`config.mk`:
```
export PLATFORM = sky130hd
export DESIGN_NAME = rom_port_arbiter
export DESIGN_NICKNAME = d
export VERILOG_FILES = /design/src/rtl/rom_arb_pkg.sv /design/src/rtl/rom_arb_rr_grant.sv /design/src/rtl/rom_port_arbiter.sv
export SDC_FILE = /design/constraint.sdc
export NUM_CORES = 1
export LEC_CHECK = 0
export ABC_CLOCK_PERIOD_IN_PS = 4850
export CAP_MARGIN = 15
export CORE_AREA = 2 2 81 83
export CTS_BUF_LIST = sky130_fd_sc_hd__clkbuf_8
export CTS_CLUSTER_SIZE = 8
export DETAILED_ROUTE_END_ITERATION = 10
export DIE_AREA = 0 0 83 85
export DONT_BUFFER_PORTS = 1
export GPL_TIMING_DRIVEN = 0
export SETUP_SLACK_MARGIN = 0.15
export SYNTH_ARGS = -nofsm -noshare
export SYNTH_HDL_FRONTEND = slang
export SYNTH_SLANG_ARGS = --single-unit
```
`constraint.sdc`:
```
create_clock -name i_clk -period 4.85 [get_ports i_clk]
set_input_delay 0.97 -clock i_clk [delete_from_list [all_inputs] [get_ports i_clk]]
set_output_delay 0.97 -clock i_clk [all_outputs]
set_load 0.02 [all_outputs]
```
`src/rtl/rom_arb_pkg.sv`:
```
// rtl/rom_arb_pkg.sv - shared owner-state type and master ids for the ROM port arbiter
package rom_arb_pkg;

    typedef enum logic [1:0] {
        ST_IDLE = 2'd0,
        ST_OWN0 = 2'd1,
        ST_OWN1 = 2'd2
    } owner_state_t;

    localparam logic MASTER_CPU   = 1'b0;
    localparam logic MASTER_FETCH = 1'b1;

    function automatic owner_state_t own_state(input logic master);
        return master ? ST_OWN1 : ST_OWN0;
    endfunction

endpackage

```
`src/rtl/rom_arb_rr_grant.sv`:
```
// rtl/rom_arb_rr_grant.sv - combinational round-robin grant with bounded hold window
module rom_rr_grant
    import rom_arb_pkg::*;
#(
    parameter int MAX_HOLD = 4,
    parameter int HOLD_W   = $clog2(MAX_HOLD + 1)
) (
    input  owner_state_t      i_state,
    input  logic              i_req0,
    input  logic              i_req1,
    input  logic [HOLD_W-1:0] i_hold_cnt,
    input  logic              i_last_grant,
    output logic              o_grant0,
    output logic              o_grant1,
    output owner_state_t      o_next_state,
    output logic [HOLD_W-1:0] o_next_hold_cnt
);

    localparam logic [HOLD_W-1:0] HOLD_LIMIT = HOLD_W'(MAX_HOLD - 1);

    logic w_owner;
    logic w_req_own;
    logic w_req_oth;
    logic w_any;
    logic w_sel;
    logic w_keep;

    assign w_owner   = (i_state == ST_OWN1);
    assign w_req_own = w_owner ? i_req1 : i_req0;
    assign w_req_oth = w_owner ? i_req0 : i_req1;

    always_comb begin
        w_any           = 1'b0;
        w_sel           = MASTER_CPU;
        w_keep          = 1'b0;
        o_grant0        = 1'b0;
        o_grant1        = 1'b0;
        o_next_state    = ST_IDLE;
        o_next_hold_cnt = '0;

        if (i_state == ST_IDLE) begin
            if (i_req0 && i_req1) begin
                w_any = 1'b1;
                w_sel = ~i_last_grant;
            end else if (i_req0) begin
                w_any = 1'b1;
                w_sel = MASTER_CPU;
            end else if (i_req1) begin
                w_any = 1'b1;
                w_sel = MASTER_FETCH;
            end
        end else begin
            // Owner keeps the port until its window is used up and the other side is waiting.
            if (w_req_own && (!w_req_oth || (i_hold_cnt < HOLD_LIMIT))) begin
                w_any  = 1'b1;
                w_sel  = w_owner;
                w_keep = 1'b1;
            end else if (w_req_oth) begin
                w_any = 1'b1;
                w_sel = ~w_owner;
            end
        end

        if (w_any) begin
            o_grant0     = (w_sel == MASTER_CPU);
            o_grant1     = (w_sel == MASTER_FETCH);
            o_next_state = own_state(w_sel);
            if (w_keep) begin
                o_next_hold_cnt = (i_hold_cnt >= HOLD_LIMIT) ? HOLD_LIMIT : i_hold_cnt + 1'b1;
            end
        end
    end

endmodule

```
`src/rtl/rom_port_arbiter.sv`:
```
// rtl/rom_port_arbiter.sv - two-master arbiter for the shared 1024x32 ROM with 1-cycle read return
module rom_port_arbiter
    import rom_arb_pkg::*;
#(
    parameter int ADDR_W   = 10,
    parameter int DATA_W   = 32,
    parameter int BE_W     = 4,
    parameter int MAX_HOLD = 4
) (
    input  logic              i_clk,
    input  logic              i_reset,
    input  logic              i_m0_read,
    input  logic              i_m0_write,
    input  logic [ADDR_W-1:0] i_m0_address,
    input  logic [DATA_W-1:0] i_m0_writedata,
    input  logic [BE_W-1:0]   i_m0_byteenable,
    output logic              o_m0_waitrequest,
    output logic [DATA_W-1:0] o_m0_readdata,
    output logic              o_m0_readdatavalid,
    input  logic              i_m1_read,
    input  logic [ADDR_W-1:0] i_m1_address,
    output logic              o_m1_waitrequest,
    output logic [DATA_W-1:0] o_m1_readdata,
    output logic              o_m1_readdatavalid,
    output logic [ADDR_W-1:0] o_mem_address,
    output logic [BE_W-1:0]   o_mem_byteenable,
    output logic              o_mem_chipselect,
    output logic              o_mem_write,
    output logic              o_mem_debugaccess,
    output logic [DATA_W-1:0] o_mem_writedata,
    input  logic [DATA_W-1:0] i_mem_readdata
);

    localparam int HOLD_W = $clog2(MAX_HOLD + 1);

    owner_state_t      r_state;
    logic [HOLD_W-1:0] r_hold_cnt;
    logic              r_last_grant;
    logic              r_run;
    logic              r_rd_pend;
    logic              r_rd_owner;
    logic [ADDR_W-1:0] r_mem_addr;

    owner_state_t      w_next_state;
    logic [HOLD_W-1:0] w_next_hold_cnt;
    logic              w_req0;
    logic              w_req1;
    logic              w_grant0;
    logic              w_grant1;
    logic              w_any_grant;
    logic              w_rd_accept;
    logic [ADDR_W-1:0] w_sel_addr;

    // r_run keeps both masters waiting until the first clock after reset is released.
    assign w_req0 = r_run & (i_m0_read | i_m0_write);
    assign w_req1 = r_run & i_m1_read;

    rom_rr_grant #(
        .MAX_HOLD (MAX_HOLD),
        .HOLD_W   (HOLD_W)
    ) u_grant (
        .i_state         (r_state),
        .i_req0          (w_req0),
        .i_req1          (w_req1),
        .i_hold_cnt      (r_hold_cnt),
        .i_last_grant    (r_last_grant),
        .o_grant0        (w_grant0),
        .o_grant1        (w_grant1),
        .o_next_state    (w_next_state),
        .o_next_hold_cnt (w_next_hold_cnt)
    );

    assign w_any_grant = w_grant0 | w_grant1;
    assign w_rd_accept = w_grant1 | (w_grant0 & ~i_m0_write);
    assign w_sel_addr  = w_grant1 ? i_m1_address : i_m0_address;

    always_ff @(posedge i_clk or posedge i_reset) begin
        if (i_reset) begin
            r_state      <= ST_IDLE;
            r_hold_cnt   <= '0;
            r_last_grant <= MASTER_FETCH;
            r_run        <= 1'b0;
            r_rd_pend    <= 1'b0;
            r_rd_owner   <= MASTER_CPU;
            r_mem_addr   <= '0;
        end else begin
            r_run      <= 1'b1;
            r_state    <= w_next_state;
            r_hold_cnt <= w_next_hold_cnt;
            r_rd_pend  <= w_rd_accept;
            r_rd_owner <= w_grant1;
            if (w_any_grant) begin
                r_last_grant <= w_grant1;
                r_mem_addr   <= w_sel_addr;
            end
        end
    end

    assign o_m0_waitrequest = ~w_grant0;
    assign o_m1_waitrequest = ~w_grant1;

    assign o_mem_address     = w_any_grant ? w_sel_addr : r_mem_addr;
    assign o_mem_byteenable  = w_grant1 ? {BE_W{1'b1}} : (w_grant0 ? i_m0_byteenable : '0);
    assign o_mem_writedata   = w_grant0 ? i_m0_writedata : '0;
    assign o_mem_chipselect  = w_any_grant;
    assign o_mem_write       = w_grant0 & i_m0_write;
    assign o_mem_debugaccess = w_grant0 & i_m0_write;

    // The ROM output is combinational one cycle after the address, so it is steered straight through.
    assign o_m0_readdatavalid = r_rd_pend & (r_rd_owner == MASTER_CPU);
    assign o_m1_readdatavalid = r_rd_pend & (r_rd_owner == MASTER_FETCH);
    assign o_m0_readdata      = o_m0_readdatavalid ? i_mem_readdata : '0;
    assign o_m1_readdata      = o_m1_readdatavalid ? i_mem_readdata : '0;

endmodule

```
==> impl_metrics.py <==
metrics = {
    "cts": {
        "clock-sinks": 18,
        "cts_tree": "built",
        "clock_latency_ns": 0.25,
        "cts_buffer_depth": 2,
        "holdBufCountCts": 0,
        "postCtsSetupRepairBufs": 0,
        "ctsResizeCount": 0,
        "clkTransAtPathRegs_ns": 0.06,
        "cts_root_buf": "clkbuf_8",
        "cts_htree_levels": 1,
        "cts_buffers": 3,
    },
    "hold_path": {
        "hp-class": "reg -> reg",
    },
    "global_routing": {
        "grt_pass1_vias": 1404,
        "antenna_found_initial": 0,
        "track_usage_pct": 12.5,
        "grt_max_degree": 19,
        "grt_pass1_wl_mm": 7.03,
        "grt_overflow": 0,
    },
    "route": {
        "vias": 1565,
        "post-route-drc-count": 0,
        "wire_per_inst_um": 18.4,
        "drt_wl_total_mm": 5.20,
        "drt_iter0_drc": 34,
        "dr.pass1.iters": 4,
        "antenna_left": 0,
        "via_per_inst": 5.55,
    },
    "floorplanning": {
        "die_area_um2": 7060,
        "fp.dieW_um": 83,
        "io-pin-count": 210,
        "die_h_um": 85,
        "fp.coreArea_um2": 6200,
        "rows": 29,
        "start_util_pct": 26.3,
    },
    "sta": {
        "rsz0062_at_grt": "false",
        "hold_viol": 0,
        "setup_ws_ns": 1.27,
        "slew_violations": 0,
        "hold-worst-slack_ns": 0.460,
        "finalSetupViolCount": 0,
        "fin_tns_setup_ns": 0,
        "slew_headroom_pct": 46.4,
        "max_freq_mhz": 279,
        "period_share_pct": 73.8,
        "fin_crit_ns": 3.58,
        "max_slew.worst_pin.slew_ns": 0.801,
        "clock_skew_ns": 0.00366,
    },
    "critical_path": {
        "cpLargestDelayFamily": "simple AND/OR/NAND/NOR gates",
        "slowest_delay_ns": 0.66,
        "crit_path_start_kind": "input port",
        "path_max_fanout": 10,
        "crit_slowest_cell": "nor2_1",
        "critPathBufInv": 1,
        "crit_type": "in -> out",
        "crit_required_ns": 3.88,
        "arrival_ns": 2.61,
        "path_cells": "clkbuf_1, nand2_1, nor2_1, a22o_1, a221o_1",
        "endpoint_kind": "output port",
    },
    "logic_synthesis": {
        "synth_fp_nets": 296,
        "synth-seq-cells": 18,
        "synth_cell_type_count": 29,
        "yosysWarnings": 0,
        "synth.avg_cell_area_um2": 8.11,
        "synth-seq-area-share_pct": 27.7,
        "syn_area_um2": 1630,
        "syn_inst": 201,
    },
    "placement": {
        "gp_congestion": 0.776,
        "place_ws_ns": 1.28,
        "dp_hpwl_mm": 4.37,
        "io_buffers": 0,
    },
    "finish": {
        "fin_nets": 301,
        "final_common_cell": "and2_1",
        "finalCoreUtilization_pct": 28.6,
        "n_antenna_cell": 0,
        "drive_above_1_share_pct": 7.80,
        "area_growth_pct": 8.67,
        "final_cell_mix": "66 x and2_1, 32 x and3_1, 17 x dfrtp_1",
    },
    "power": {
        "seqPwrFrac_pct": 35.4,
        "sw_frac_of_total_pct": 42.6,
        "power_density_nw_per_um2": 284,
        "clkPwrFrac_pct": 20.6,
        "finalPower_w": 0.000503,
        "p_comb_share_pct": 44.0,
        "power.switching_w": 0.000214,
        "power.leakage_nw": 0.883,
        "ir_worst_vdd_mv": 0.116,
        "p_int_w": 0.000289,
    },
    "job": {
        "drv_cap": 0,
    },
    "status": {
        "status": "finished, final reports clean",
    },
}
-- layer usage --
layer,routed length [µm],part of all wire [%],track usage (%),vias to the layer above
met5,0,0,0,-
met4,139,2.7,5.22,0
met3,475,9.1,2.92,8
met2,2610,50,23.0,118
met1,1980,38,13.9,733
li1,-,-,-,706
-- flip-flops by register name, summed over array words and instances (netlist names) --
signal,count
r_hold_cnt,3
r_last_grant,1
r_mem_addr,10
r_rd_owner,1
r_rd_pend,1
r_run,1
r_state,1
-- Yosys cell counts, drive strengths merged --
cell type  number  share of area (%)
and2           66                 25
and3           32                 12
dfrtp          17                 26
clkbuf         11                2.5
a221o          10                6.3
a22o           10                5.4
buf             8                4.3
nand2           8                1.8
a21oi           6                1.8
inv             6                1.4
nor2            5                1.2
a31oi           4                1.5
nand3           3               0.92
a21o            2               0.92
ha              2                1.5
a211o           1               0.54
a311oi          1                1.6
and3b           1               0.54
conb            1               0.23
dfstp           1                1.6
nor2b           1               0.38
nor3            1               0.31
nor4            1               0.38
o21ai           1               0.31
o22ai           1               0.38
or2             1               0.38
-- stage by stage --
stage | cells | cell area (µm²)
final | 282 | 1770
after floorplan | 201 | 1630
after global placement | 278 | 1730
after global routing | 282 | 1770
after CTS | 282 | 1770
after detailed placement | 278 | 1730
-- cell families after synthesis --
group / Yosys count / share of synthesized area [%]
flops: 18 / 27.7
buf+inv: 25 / 8.21
simple gates: 119 / 43.5
fa+ha+maj: 2 / 1.53
other cells: 1 / 0.230
compound gates: 36 / 18.8
-- path summary, 6_finish.rpt --
check,depth (start not counted),end,start,slack (ns)
setup / recovery,5,o_mem_address[8],i_m1_read,1.27
hold / removal,2,r_last_grant,r_last_grant,0.46
setup reg to reg,5,r_mem_addr[8],r_last_grant,2.68
hold reg to reg,2,r_last_grant,r_last_grant,0.46
max in group asynchronous,1,r_mem_addr[1],i_reset,3.68
min in group asynchronous,1,r_mem_addr[0],i_reset,0.72
-- power groups by stage --
| stage | Clock (W) | Combinational [W] | Sequential (W) |
|---|---|---|---|
| after global placement | 0 | 0.000220 | 0.000181 |
| after floorplan | 0 | 0.000195 | 0.000179 |
| after CTS | 0.000109 | 0.000222 | 0.000178 |
| final | 0.000104 | 0.000221 | 0.000178 |
| after global routing | 0.000116 | 0.000234 | 0.000180 |
| after detailed placement | 0 | 0.000221 | 0.000181 |
-- tightest hold or removal path: cells and delay by family, from the launching register on --
| kind | cells | cell delay [ns] |
|---|---|---|
| compound gates | 1 | 0.05 |
| buf+inv | 1 | 0.04 |
| flops | 1 | 0.37 |
-- layout make-up --
cell class	count	area [µm²]
Sequential cell	18	452
Fill cell	665	4430
Tap cell	77	96.3
Buffer	19	111
Multi-Input combinational cell	158	1040
Clock inverter	1	3.75
Clock buffer	3	41.3
Inverter	6	22.5
Note: power is estimated with default switching activity, not from simulation.
